File: config.mk
export PLATFORM = sky130hd
export DESIGN_NAME = ipv4_header_builder
export DESIGN_NICKNAME = d
export VERILOG_FILES = /design/src/rtl/parser_pkg.sv /design/src/rtl/ipv4_header_builder.sv
export SDC_FILE = /design/constraint.sdc
export NUM_CORES = 1
export LEC_CHECK = 0
export ABC_AREA = 0
export CAP_MARGIN = 40
export CORE_MARGIN = 1.5
export CORE_UTILIZATION = 55
export DETAILED_ROUTE_END_ITERATION = 8
export DONT_BUFFER_PORTS = 1
export PLACE_DENSITY_LB_ADDON = 0.08
export SLEW_MARGIN = 20
export SYNTH_ARGS = -nofsm -noshare
export SYNTH_HDL_FRONTEND = slang
export SYNTH_SLANG_ARGS = --single-unit
File: constraint.sdc
create_clock -name aclk -period 9.8 [get_ports aclk]
set_input_delay 1.47 -clock aclk [delete_from_list [all_inputs] [get_ports aclk]]
set_output_delay 1.47 -clock aclk [all_outputs]
set_load 0.01 [all_outputs]
File: src/rtl/parser_pkg.sv
// Shared IPv4 header bundle used by the RX parser and the TX header builder.
// ipv4_header_t carries the 20-byte option-less header fields.
package parser_pkg;

  typedef struct packed {
    logic [3:0]  version;
    logic [3:0]  ihl;
    logic [7:0]  qos;
    logic [15:0] total_length;
    logic [15:0] id;
    logic [2:0]  flags;
    logic [12:0] frag_offset;
    logic [7:0]  ttl;
    logic [7:0]  protocol;
    logic [15:0] hdr_checksum;
    logic [31:0] src_ip;
    logic [31:0] dst_ip;
  } ipv4_header_t;

endpackage

File: src/rtl/ipv4_header_builder.sv
// Serialises one ipv4_header_t into three 64-bit AXI-stream beats (20 bytes).
// Ports: aclk/areset, hdr_in/valid/ready, m_axis_*, hdr_err, header_sent.
module ipv4_header_builder
  import parser_pkg::*;
#(
  parameter int DATA_W    = 64,
  parameter bit CALC_CSUM = 1'b1
) (
  input  logic                aclk,
  input  logic                areset,
  input  ipv4_header_t        hdr_in,
  input  logic                hdr_valid,
  output logic                hdr_ready,
  output logic [DATA_W-1:0]   m_axis_tdata,
  output logic [DATA_W/8-1:0] m_axis_tkeep,
  output logic                m_axis_tvalid,
  output logic                m_axis_tlast,
  input  logic                m_axis_tready,
  output logic                hdr_err,
  output logic                header_sent
);

  if (DATA_W != 64) begin : g_bad_w
    $error("ipv4_header_builder: DATA_W must be 64");
  end

  typedef enum logic [2:0] {
    S_IDLE,
    S_CSUM,
    S_BEAT0,
    S_BEAT1,
    S_BEAT2
  } state_t;

  state_t state, state_d;

  ipv4_header_t hdr_q;
  logic [15:0]  csum_q;
  logic [15:0]  csum_calc;
  logic [15:0]  csum_d;
  logic         sent_q;

  logic accept;
  logic beat_hs;

  logic [DATA_W-1:0]   tdata_d;
  logic [DATA_W/8-1:0] tkeep_d;
  logic                tvalid_d;
  logic                tlast_d;

  logic [15:0] words [10];
  logic [31:0] sum;
  logic [31:0] fold1;
  logic [15:0] fold2;

  assign hdr_ready = (state == S_IDLE);
  assign accept    = hdr_valid && hdr_ready;
  assign beat_hs   = m_axis_tvalid && m_axis_tready;

  // Flag is evaluated from the captured header in the cycle after accept.
  assign hdr_err = (state == S_CSUM) &&
                   ((hdr_q.version != 4'd4) || (hdr_q.ihl != 4'd5));

  assign header_sent = sent_q;

  // Version/IHL are always emitted as 0x45, so the sum uses that too.
  assign words[0] = {8'h45, hdr_q.qos};
  assign words[1] = hdr_q.total_length;
  assign words[2] = hdr_q.id;
  assign words[3] = {hdr_q.flags, hdr_q.frag_offset};
  assign words[4] = {hdr_q.ttl, hdr_q.protocol};
  assign words[5] = 16'h0000;
  assign words[6] = hdr_q.src_ip[31:16];
  assign words[7] = hdr_q.src_ip[15:0];
  assign words[8] = hdr_q.dst_ip[31:16];
  assign words[9] = hdr_q.dst_ip[15:0];

  always_comb begin
    sum = 32'd0;
    for (int i = 0; i < 10; i++) begin
      sum = sum + {16'h0000, words[i]};
    end
    fold1     = {16'h0000, sum[15:0]} + {16'h0000, sum[31:16]};
    fold2     = fold1[15:0] + fold1[31:16];
    csum_calc = ~fold2;
  end

  assign csum_d = CALC_CSUM ? csum_calc : hdr_q.hdr_checksum;

  always_comb begin
    state_d = state;
    case (state)
      S_IDLE:  if (accept)  state_d = S_CSUM;
      S_CSUM:               state_d = S_BEAT0;
      S_BEAT0: if (beat_hs) state_d = S_BEAT1;
      S_BEAT1: if (beat_hs) state_d = S_BEAT2;
      S_BEAT2: if (beat_hs) state_d = S_IDLE;
      default:              state_d = S_IDLE;
    endcase
  end

  // Beat contents follow the next state so outputs come straight from flops.
  always_comb begin
    tdata_d  = '0;
    tkeep_d  = '0;
    tvalid_d = 1'b0;
    tlast_d  = 1'b0;
    case (state_d)
      S_BEAT0: begin
        tdata_d  = {hdr_q.frag_offset[7:0],
                    hdr_q.flags, hdr_q.frag_offset[12:8],
                    hdr_q.id[7:0], hdr_q.id[15:8],
                    hdr_q.total_length[7:0],
                    hdr_q.total_length[15:8],
                    hdr_q.qos, 8'h45};
        tkeep_d  = 8'hFF;
        tvalid_d = 1'b1;
      end
      S_BEAT1: begin
        tdata_d  = {hdr_q.src_ip[7:0], hdr_q.src_ip[15:8],
                    hdr_q.src_ip[23:16], hdr_q.src_ip[31:24],
                    csum_q[7:0], csum_q[15:8],
                    hdr_q.protocol, hdr_q.ttl};
        tkeep_d  = 8'hFF;
        tvalid_d = 1'b1;
      end
      S_BEAT2: begin
        tdata_d  = {32'h0000_0000,
                    hdr_q.dst_ip[7:0], hdr_q.dst_ip[15:8],
                    hdr_q.dst_ip[23:16], hdr_q.dst_ip[31:24]};
        tkeep_d  = 8'h0F;
        tvalid_d = 1'b1;
        tlast_d  = 1'b1;
      end
      default: ;
    endcase
  end

  always_ff @(posedge aclk or posedge areset) begin
    if (areset) begin
      state <= S_IDLE;
    end else begin
      state <= state_d;
    end
  end

  always_ff @(posedge aclk or posedge areset) begin
    if (areset) begin
      hdr_q         <= '0;
      csum_q        <= '0;
      sent_q        <= 1'b0;
      m_axis_tdata  <= '0;
      m_axis_tkeep  <= '0;
      m_axis_tvalid <= 1'b0;
      m_axis_tlast  <= 1'b0;
    end else begin
      if (accept) begin
        hdr_q <= hdr_in;
      end
      if (state == S_CSUM) begin
        csum_q <= csum_d;
      end
      sent_q        <= (state == S_BEAT2) && beat_hs;
      m_axis_tdata  <= tdata_d;
      m_axis_tkeep  <= tkeep_d;
      m_axis_tvalid <= tvalid_d;
      m_axis_tlast  <= tlast_d;
    end
  end

endmodule

Word-level counts from Yosys, hierarchy flattened
Cells that the tools add are included.
Widths: inputs -> output; s select.
{ "totals": {"reg_bits": 238, "latchBits": 0, "ram_bits": 0, "mem_bits_ro": 0, "input_bits": 164, "output_inout_bits": 77, "elab_cells": 55, "mem_count": 0} }
{ "op_classes": {"add_sub_neg": 10, "n_mul": 0, "div_mod_pow": 0, "order_cmp": 0, "eq_ne": 9, "n_shift": 0, "n_mux": 9, "bitwise": 1, "n_reduce_logical": 8} }
{ "op_table": {"columns": ["cell", "count"], "rows": [
  ["$pmux 64 s3", 1],
  ["$add 23x16->24", 1],
  ["$add 22x16->23", 1],
  ["$add 21x16->22", 1],
  ["$add 20x16->21", 1],
  ["$add 19x16->20", 1],
  ["$add 18x16->19", 1],
  ["$add 17x16->18", 1],
  ["$add 15x16->17", 1],
  ["$add 16x8->17", 1],
  ["$add 16x1->16", 1],
  ["$not 16->16", 1],
  ["$pmux 8 s2", 1],
  ["$pmux 3 s5", 1],
  ["$eq 3x2->1 const B", 4],
  ["$mux 3", 4],
  ["$ne 4x3->1 const B", 2],
  ["$eq 3x3->1 const B", 2],
  ["$logic_and 1x1->1", 4],
  ["$eq 3x1->1 const B", 1],
  ["$logic_not 3->1", 1],
  ["$reduce_or 3->1", 1],
  ["$mux 1", 2],
  ["$reduce_or 2->1", 1],
  ["$logic_or 1x1->1", 1]
]} }

Depth between registers and ports, before layout
Gate-level depths: netlist (run 1).
{ "depth": {"depth_word": 11, "ltp_mapped": 38, "ltp_nobuf": 37} }

Worst setup path after synthesis (run 1)
Ideal clock, no wire load.
{ "synth_path": {"path_type": "register to register", "start": "reg hdr_q[2] (netlist name)", "end": "reg csum_q[15]", "setup_ns": 0.125, "t_arrival_ns": 7.905, "t_required_ns": 9.675, "setup_slack_ns": 1.770, "stages_incl_launch_ff": 39, "n_path_buf": 1, "period_less_slack_ns": 8.030, "cell_sequence": "dfrtp_1 inv_1 fa_1 inv_1 fa_1 fa_1 inv_1 fa_1 inv_1 ha_1 inv_1 fa_1 and2b_4 o2111ai_1 nand4b_1 a31o_2 a21oi_1 o21bai_1 (+3 left out) inv_1 fa_1 nand2b_1 a21oi_1 and2_1 nand4_2 buf_6 or3_1 nor4_1 ha_1 nand3_1 nor2_1 nand2_1 nor3_1 o211ai_2 nor4_2 xnor2_1 mux2_4"} }
{ "synth_via": {"elab_chain_len": 4} }
{ "synth_lines": {"columns": ["element", "line_no", "rtl"], "rows": [
  ["start, declared", "ipv4_header_builder.sv:37", "ipv4_header_t hdr_q;"],
  ["start signal, assigned", "ipv4_header_builder.sv:158", "hdr_q <= hdr_in;"],
  ["$add 23x16->24", "ipv4_header_builder.sv:81", "sum = sum + {16'h0000, words[i]};"],
  ["$add 16x8->17", "ipv4_header_builder.sv:83", "fold1 = {16'h0000, sum[15:0]} + {16'h0000, sum[31:16]};"],
  ["$add 16x1->16", "ipv4_header_builder.sv:84", "fold2 = fold1[15:0] + fold1[31:16];"],
  ["$not 16->16", "ipv4_header_builder.sv:85", "csum_calc = ~fold2;"],
  ["end signal, assigned", "ipv4_header_builder.sv:161", "csum_q <= csum_d;"],
  ["end, declared", "ipv4_header_builder.sv:38", "logic [15:0] csum_q;"]
]} }
Every way passes these cells.
A chain may end at the register's enable or synchronous reset.

Final worst setup path (run 1)
Same ends and word-level chain as after synthesis.

==> results of run 1 <==
[stage by stage]
| stage | setup WS [ns] | hold WS [ns] | instances | cell area, µm² | utilization [%] |
|---|---|---|---|---|---|
| 4_1_cts | 0.776 | 0.482 | 1531 | 14400 | 61.3 |
| 3_3_place_gp | 0.847 | 0.455 | 1480 | 13400 | 57.2 |
| 5_1_grt | 0.0883 | 0.495 | 1532 | 14400 | 61.3 |
| 2_1_floorplan | 1.77 | 0.450 | 1207 | 13200 | - |
| 6_report | 0.808 | 0.481 | 1532 | 14400 | 61.3 |
| 3_5_place_dp | 0.837 | 0.469 | 1485 | 13600 | 57.7 |
[routing by layer]
layer	GRT usage (%)	up-vias
met4	4.94	0
li1	-	3842
met1	37.3	4191
met5	0	-
met3	3.61	35
met2	39.6	190
[cell families (layout without fill, tap and decap cells)]
group                    after synthesis  in the layout  share of synthesized area, %
AND/OR/NAND/NOR                      248            248                          8.53
adder cells (fa/ha/maj)              138            138                          19.0
multiplexers                         121            121                          10.1
other                                  0              1                             0
AO/OA/AOI/OAI                        189            189                          8.35
buffers and inverters                240            245                          7.12
flip-flops                           232            232                          44.1
XOR/XNOR                              39             39                          2.79
[worst min-delay path: cells and delay by family (launching register included)]
| kind | cells | cell delay [ns] |
|---|---|---|
| compound gates | 1 | 0.06 |
| flops | 1 | 0.34 |
| simple gates | 1 | 0.05 |
[cell usage in the layout, fill, tap and decap left out, types with 4 or more instances in the layout]
cell | Yosys | layout
sky130_fd_sc_hd__nand2b_1 | 6 | 6
sky130_fd_sc_hd__mux2_2 | 93 | 93
sky130_fd_sc_hd__fa_1 | 103 | 103
sky130_fd_sc_hd__dfrtp_1 | 232 | 232
sky130_fd_sc_hd__inv_1 | 185 | 183
sky130_fd_sc_hd__a21oi_1 | 51 | 51
sky130_fd_sc_hd__clkbuf_8 | 0 | 9
sky130_fd_sc_hd__mux2i_1 | 27 | 27
sky130_fd_sc_hd__xnor2_1 | 28 | 28
sky130_fd_sc_hd__a22o_1 | 6 | 6
sky130_fd_sc_hd__o211ai_1 | 4 | 4
sky130_fd_sc_hd__nand3_1 | 6 | 6
sky130_fd_sc_hd__buf_4 | 7 | 9
sky130_fd_sc_hd__nor3_1 | 9 | 9
sky130_fd_sc_hd__o21bai_1 | 5 | 5
sky130_fd_sc_hd__nor2_1 | 25 | 25
sky130_fd_sc_hd__xor2_1 | 9 | 9
sky130_fd_sc_hd__nand2_1 | 168 | 167
sky130_fd_sc_hd__o21ai_1 | 4 | 4
sky130_fd_sc_hd__ha_1 | 35 | 35
sky130_fd_sc_hd__buf_16 | 0 | 4
sky130_fd_sc_hd__clkinv_2 | 0 | 4
sky130_fd_sc_hd__clkbuf_16 | 0 | 25
sky130_fd_sc_hd__o21ai_0 | 92 | 92
sky130_fd_sc_hd__clkbuf_1 | 43 | 5
[registers in the layout, indices dropped and copies added (netlist names)]
signal         count
m_axis_tlast       1
csum_q            16
hdr_q            144
m_axis_tkeep       2
header_sent        1
state              3
m_axis_tvalid      1
m_axis_tdata      64
[path summary, 6_finish.rpt]
path | from | end | slack (ns) | cells after the start
min reg2reg | hdr_q[20] | m_axis_tdata[12] | 0.48 | 2
max reg2reg | hdr_q[2] | csum_q[15] | 0.81 | 38
max | hdr_q[2] | csum_q[15] | 0.81 | 38
min | hdr_q[20] | m_axis_tdata[12] | 0.48 | 2
min in group asynchronous | areset | hdr_q[97] | 0.83 | 1
max in group asynchronous | areset | hdr_q[55] | 7.84 | 3
[final cells by class]
cell class / instances / area [µm²]
clock buffer: 39 / 768
antenna: 1 / 2.50
fill: 1967 / 9080
tap: 319 / 399
timing repair buffer: 14 / 198
inverter: 185 / 702
multi-input combinational: 735 / 6450
sequential: 232 / 5810
clock inverter: 7 / 66.3
==> flow_summary.html, run 1 <==
<table>
<tr><th>Metric</th><th>Value</th></tr>
<tr><th colspan="2">Route</th></tr>
<tr><td>Residual DRC count</td><td>0</td></tr>
<tr><td>Detailed-route wire length</td><td>30200 µm</td></tr>
<tr><td>Count of nets left with antenna violations after detail routing</td><td>0</td></tr>
<tr><td>Violation count after the first detailed-route iteration</td><td>641</td></tr>
<tr><td>Routed wire length per instance</td><td>19.7 µm</td></tr>
<tr><td>Met2 routed WL</td><td>14100 µm</td></tr>
<tr><td>TritonRoute pass-1 iters</td><td>5</td></tr>
<tr><td>Average vias per placed instance</td><td>5.39</td></tr>
<tr><td>Routed metal-1 wirelength</td><td>14200 µm</td></tr>
<tr><td>Detailed-routed wire length on met3</td><td>1520 µm</td></tr>
<tr><td>Highest Signal Layer</td><td>met4</td></tr>
<tr><td>Total vias in the final route</td><td>8258</td></tr>
<tr><th colspan="2">Logic synthesis</th></tr>
<tr><td>Share of flip-flops with an asynchronous set or reset</td><td>100%</td></tr>
<tr><td>Sequential share of the synthesized area</td><td>44.1%</td></tr>
<tr><td>Avg Inst Size Synth</td><td>10.9 µm²</td></tr>
<tr><td>Register bit count reported by yosys</td><td>232</td></tr>
<tr><td>Post-Synthesis Net Count</td><td>1509</td></tr>
<tr><td>Area of the mapped netlist</td><td>13200 µm²</td></tr>
<tr><td>Library cells used by synthesis</td><td>69</td></tr>
<tr><td>Commonest cells in the synthesized netlist</td><td>sky130_fd_sc_hd__dfrtp_1, sky130_fd_sc_hd__inv_1, sky130_fd_sc_hd__nand2_1, sky130_fd_sc_hd__fa_1, sky130_fd_sc_hd__mux2_2</td></tr>
<tr><td>Warnings from Yosys</td><td>0</td></tr>
<tr><td>Post-synth top area cell</td><td>sky130_fd_sc_hd__dfrtp_1</td></tr>
<tr><td>Top post-synthesis cells by area</td><td>sky130_fd_sc_hd__dfrtp_1, sky130_fd_sc_hd__fa_1, sky130_fd_sc_hd__mux2_2, sky130_fd_sc_hd__inv_1, sky130_fd_sc_hd__nand2_1</td></tr>
<tr><td>Fraction of synthesized cell area taken by the top area cell type</td><td>44.1%</td></tr>
<tr><td>Synthesized netlist cell count</td><td>1207</td></tr>
<tr><td>Prevailing post-synth register cell</td><td>sky130_fd_sc_hd__dfrtp_1</td></tr>
<tr><td>Cell with the most instances after synthesis</td><td>sky130_fd_sc_hd__dfrtp_1</td></tr>
<tr><td>EDFF count, synth</td><td>0</td></tr>
<tr><th colspan="2">Worst setup path</th></tr>
<tr><td>Largest delay contributor family on the critical path</td><td>adder cells</td></tr>
<tr><td>Type of the worst setup path</td><td>reg -&gt; reg</td></tr>
<tr><td>Slowest Stage Delay on Critical Path</td><td>0.55 ns</td></tr>
<tr><td>Nature of the critical path endpoint</td><td>flop</td></tr>
<tr><td>Critical path's slowest cell</td><td>sky130_fd_sc_hd__fa_1</td></tr>
<tr><td>Critical Path RT</td><td>10.21 ns</td></tr>
<tr><td>Critical path data arrival time</td><td>9.40 ns</td></tr>
<tr><td>Worst path bufs/invs</td><td>7</td></tr>
<tr><td>Kind of start point of the critical path</td><td>flop</td></tr>
<tr><td>Largest fanout of any net on the critical path</td><td>11</td></tr>
<tr><th colspan="2">CTS</th></tr>
<tr><td>Max clock buf depth</td><td>3</td></tr>
<tr><td>Hold buffers post-CTS</td><td>0</td></tr>
<tr><td>Number of levels in the clock H-tree</td><td>1</td></tr>
<tr><td>Total clock buffers created by CTS</td><td>25</td></tr>
<tr><td>Clock tree from TritonCTS</td><td>built</td></tr>
<tr><td>Skew-Pair Late Insertion Delay</td><td>0.52 ns</td></tr>
<tr><td>Cell at the root of the clock tree</td><td>sky130_fd_sc_hd__clkbuf_16</td></tr>
<tr><td>Clock transition at path regs</td><td>0.06 ns</td></tr>
<tr><td>Number of buffers inserted to repair setup after CTS</td><td>0</td></tr>
<tr><td>Resize count post-CTS</td><td>0</td></tr>
<tr><td>Clock sink count</td><td>232</td></tr>
<tr><th colspan="2">GRT</th></tr>
<tr><td>Number of antenna violations at the first check in global routing</td><td>1</td></tr>
<tr><td>Total track usage</td><td>25.1%</td></tr>
<tr><td>Vias in the first global route</td><td>8650</td></tr>
<tr><td>Largest net degree at the start of global routing</td><td>83</td></tr>
<tr><td>Final global-route overflow total</td><td>0</td></tr>
<tr><td>Global-route wire length before repair</td><td>47800 µm</td></tr>
<tr><th colspan="2">Timing</th></tr>
<tr><td>Final setup skew</td><td>0.0100 ns</td></tr>
<tr><td>Worst Max-Slew Pin Slew</td><td>0.793 ns</td></tr>
<tr><td>Max-Slew Margin vs Limit</td><td>47.1%</td></tr>
<tr><td>Final Critical Period</td><td>8.99 ns</td></tr>
<tr><td>Period utilisation layout</td><td>91.8%</td></tr>
<tr><td>Final number of hold-violating endpoints</td><td>0</td></tr>
<tr><td>Aggregate negative setup slack</td><td>0 ns</td></tr>
<tr><td>Highest achievable clock rate</td><td>111 MHz</td></tr>
<tr><td>Setup repair after global routing missed its margin</td><td>false</td></tr>
<tr><td>Final setup vio count</td><td>0</td></tr>
<tr><td>Slew Viols, Final</td><td>0</td></tr>
<tr><th colspan="2">Floorplanning</th></tr>
<tr><td>CORE AREA</td><td>23500 µm²</td></tr>
<tr><td>Die Y-Extent</td><td>158 µm</td></tr>
<tr><td>Initial core utilization</td><td>56.1%</td></tr>
<tr><td>Total die area</td><td>24900 µm²</td></tr>
<tr><td>Die extent in x</td><td>158 µm</td></tr>
<tr><td>Cell row count</td><td>56</td></tr>
<tr><td>Ports placed on the boundary</td><td>241</td></tr>
<tr><th colspan="2">Cells and area</th></tr>
<tr><td>Synth-to-Final Area Change</td><td>9.29%</td></tr>
<tr><td>Share of layout cells above drive strength 1</td><td>14.4%</td></tr>
<tr><td># nets final</td><td>1495</td></tr>
<tr><th colspan="2">Run</th></tr>
<tr><td>Maximum capacitance violations</td><td>0</td></tr>
<tr><th colspan="2">Run status</th></tr>
<tr><td>Status</td><td>completed</td></tr>
<tr><th colspan="2">Min path</th></tr>
<tr><td>Path category of the worst min-delay check</td><td>reg -&gt; reg</td></tr>
<tr><th colspan="2">Placement</th></tr>
<tr><td>Post-DP HPWL</td><td>22600 µm</td></tr>
<tr><td>Total of buffers placed on input and output ports</td><td>0</td></tr>
<tr><td>Gp weighted congestion</td><td>0.845</td></tr>
</table>
Power of run 1 is not shown: default switching activity piles up to over one toggle a cycle in this logic, so the estimate is an artifact.
==> inputs of run 2 (changes only) <==
- GPL_TIMING_DRIVEN: default -> 1
- PLACE_DENSITY: default -> 0.75
- PLACE_DENSITY_LB_ADDON: 0.08 -> default
==> flow_summary.html, run 2 (synthesis gave the netlist of run 1 again) <==
<table>
<tr><th>Metric</th><th>Value</th></tr>
<tr><th colspan="2">CTS</th></tr>
<tr><td>Number of levels in the clock H-tree</td><td>1</td></tr>
<tr><td>Max clock buf depth</td><td>3</td></tr>
<tr><td>Clock sink count</td><td>232</td></tr>
<tr><td>Cell at the root of the clock tree</td><td>sky130_fd_sc_hd__clkbuf_16</td></tr>
<tr><td>Skew-Pair Late Insertion Delay</td><td>0.52 ns</td></tr>
<tr><td>Clock tree from TritonCTS</td><td>built</td></tr>
<tr><td>Number of buffers inserted to repair setup after CTS</td><td>0</td></tr>
<tr><td>Clock transition at path regs</td><td>0.07 ns</td></tr>
<tr><td>Hold buffers post-CTS</td><td>0</td></tr>
<tr><td>Total clock buffers created by CTS</td><td>24</td></tr>
<tr><th colspan="2">Timing</th></tr>
<tr><td>Final Critical Period</td><td>9.00 ns</td></tr>
<tr><td>Max-Slew Margin vs Limit</td><td>49.3%</td></tr>
<tr><td>Worst Max-Slew Pin Slew</td><td>0.761 ns</td></tr>
<tr><td>Highest achievable clock rate</td><td>111 MHz</td></tr>
<tr><td>Final setup skew</td><td>0.0220 ns</td></tr>
<tr><td>Aggregate negative setup slack</td><td>0 ns</td></tr>
<tr><td>Final setup vio count</td><td>0</td></tr>
<tr><td>Slew Viols, Final</td><td>0</td></tr>
<tr><td>Period utilisation layout</td><td>91.9%</td></tr>
<tr><td>Final number of hold-violating endpoints</td><td>0</td></tr>
<tr><td>Tightest hold margin</td><td>0.486 ns</td></tr>
<tr><td>Setup repair after global routing missed its margin</td><td>false</td></tr>
<tr><th colspan="2">Route</th></tr>
<tr><td>TritonRoute pass-1 iters</td><td>5</td></tr>
<tr><td>Detailed-route wire length</td><td>29800 µm</td></tr>
<tr><td>Routed wire length per instance</td><td>19.5 µm</td></tr>
<tr><td>Average vias per placed instance</td><td>5.52</td></tr>
<tr><td>Residual DRC count</td><td>0</td></tr>
<tr><td>Violation count after the first detailed-route iteration</td><td>570</td></tr>
<tr><td>Count of nets left with antenna violations after detail routing</td><td>0</td></tr>
<tr><td>Total vias in the final route</td><td>8435</td></tr>
<tr><th colspan="2">Floorplanning</th></tr>
<tr><td>CORE AREA</td><td>23500 µm²</td></tr>
<tr><td>Ports placed on the boundary</td><td>241</td></tr>
<tr><td>Die extent in x</td><td>158 µm</td></tr>
<tr><td>Die Y-Extent</td><td>158 µm</td></tr>
<tr><td>Initial core utilization</td><td>56.1%</td></tr>
<tr><td>Cell row count</td><td>56</td></tr>
<tr><td>Total die area</td><td>24900 µm²</td></tr>
<tr><th colspan="2">Run status</th></tr>
<tr><td>Status</td><td>completed</td></tr>
<tr><th colspan="2">Cells and area</th></tr>
<tr><td>Most frequent cells in the layout</td><td>sky130_fd_sc_hd__dfrtp_1, sky130_fd_sc_hd__inv_1, sky130_fd_sc_hd__nand2_1</td></tr>
<tr><td>Regs by FF count</td><td>hdr_q (144), m_axis_tdata (64), csum_q (16)</td></tr>
<tr><td>Final core area utilization</td><td>61.1%</td></tr>
<tr><td>Synth-to-Final Area Change</td><td>8.86%</td></tr>
<tr><td>Most common cell after layout, fill and taps aside</td><td>sky130_fd_sc_hd__dfrtp_1</td></tr>
<tr><td>Flip-flop count of the largest register after layout</td><td>144</td></tr>
<tr><td>Share of layout cells above drive strength 1</td><td>14.1%</td></tr>
<tr><td># nets final</td><td>1493</td></tr>
<tr><td>Register with the most flip-flops</td><td>hdr_q</td></tr>
<tr><td>Final design area excluding fillers</td><td>14300 µm²</td></tr>
<tr><th colspan="2">GRT</th></tr>
<tr><td>Total track usage</td><td>24.8%</td></tr>
<tr><td>Vias in the first global route</td><td>8871</td></tr>
<tr><td>Number of antenna violations at the first check in global routing</td><td>1</td></tr>
<tr><td>Global-route wire length before repair</td><td>47600 µm</td></tr>
<tr><td>Largest net degree at the start of global routing</td><td>90</td></tr>
<tr><td>Final global-route overflow total</td><td>0</td></tr>
<tr><th colspan="2">Min path</th></tr>
<tr><td>Path category of the worst min-delay check</td><td>reg -&gt; reg</td></tr>
<tr><td>Start point of the worst hold path</td><td>hdr_q[10]</td></tr>
<tr><th colspan="2">Worst setup path</th></tr>
<tr><td>Slowest Stage Delay on Critical Path</td><td>0.54 ns</td></tr>
<tr><td>Largest fanout of any net on the critical path</td><td>11</td></tr>
<tr><td>Nature of the critical path endpoint</td><td>flop</td></tr>
<tr><td>Critical path data arrival time</td><td>9.40 ns</td></tr>
<tr><td>FF-to-FF Start</td><td>hdr_q[2]</td></tr>
<tr><td>Worst path bufs/invs</td><td>6</td></tr>
<tr><td>Type of the worst setup path</td><td>reg -&gt; reg</td></tr>
<tr><td>CP startpoint</td><td>hdr_q[2]</td></tr>
<tr><td>Largest delay contributor family on the critical path</td><td>adder cells</td></tr>
<tr><td>Kind of start point of the critical path</td><td>flop</td></tr>
<tr><td>Critical path's slowest cell</td><td>sky130_fd_sc_hd__fa_1</td></tr>
<tr><td>Critical Path RT</td><td>10.20 ns</td></tr>
<tr><th colspan="2">Placement</th></tr>
<tr><td>Post-DP HPWL</td><td>22200 µm</td></tr>
<tr><td>Gp weighted congestion</td><td>0.836</td></tr>
<tr><td>Total of buffers placed on input and output ports</td><td>0</td></tr>
<tr><td>Placement-stage cell area</td><td>13500 µm²</td></tr>
<tr><th colspan="2">Run</th></tr>
<tr><td>Maximum capacitance violations</td><td>0</td></tr>
</table>
-- run 2: area by class of cell --
| class | instances | area, µm² |
|---|---|---|
| Multi-Input combinational cell | 735 | 6460 |
| Tap cell | 319 | 399 |
| Clock inverter | 5 | 53.8 |
| Timing Repair Buffer | 13 | 163 |
| Fill cell | 1865 | 9140 |
| Sequential cell | 232 | 5810 |
| Inverter | 185 | 702 |
| Clock buffer | 38 | 744 |
| Antenna cell | 1 | 2.50 |
-- run 2: worst register-to-register path, delay by kind of cell, from the launching register on --
family	cells	cell delay (ns)
flops	1	0.35
buf+inv	6	0.34
simple gates	11	2.66
compound gates	8	1.65
fa+ha+maj	10	3.57
xor+xnor	2	0.33
-- run 2: metal layers --
| layer | share of wire, % | track usage, % | vias to the layer above |
|---|---|---|---|
| met4 | 1.7 | 5.97 | 0 |
| met5 | 0 | 0 | - |
| met1 | 43 | 33.8 | 4302 |
| li1 | - | - | 3836 |
| met3 | 6.4 | 4.16 | 39 |
| met2 | 49 | 41.6 | 258 |
-- run 2: final timing paths --
path | endpoint | slack [ns] | depth (start not counted)
worst min register to register | m_axis_tdata[18] | 0.49 | 2
min in group asynchronous | hdr_q[113] | 0.90 | 1
worst max register to register | csum_q[14] | 0.80 | 37
max in group asynchronous | m_axis_tdata[32] | 7.01 | 5
worst max-delay path | csum_q[14] | 0.80 | 37
worst min-delay path | m_axis_tdata[18] | 0.49 | 2
-- run 2: metrics by stage --
stage	setup WS, ns	std cells
after global routing	0.0290	1528
after floorplan	1.77	1207
after detailed placement	0.680	1483
after CTS	0.648	1526
final	0.798	1528
after global placement	0.832	1480
-- run 2: what timing repair did --
action,CTS,global route
setup endpoints to repair,0,2
endpoints found under the hold margin,0,0
resized for setup,0,2
Power of run 2 is left out for the same reason.
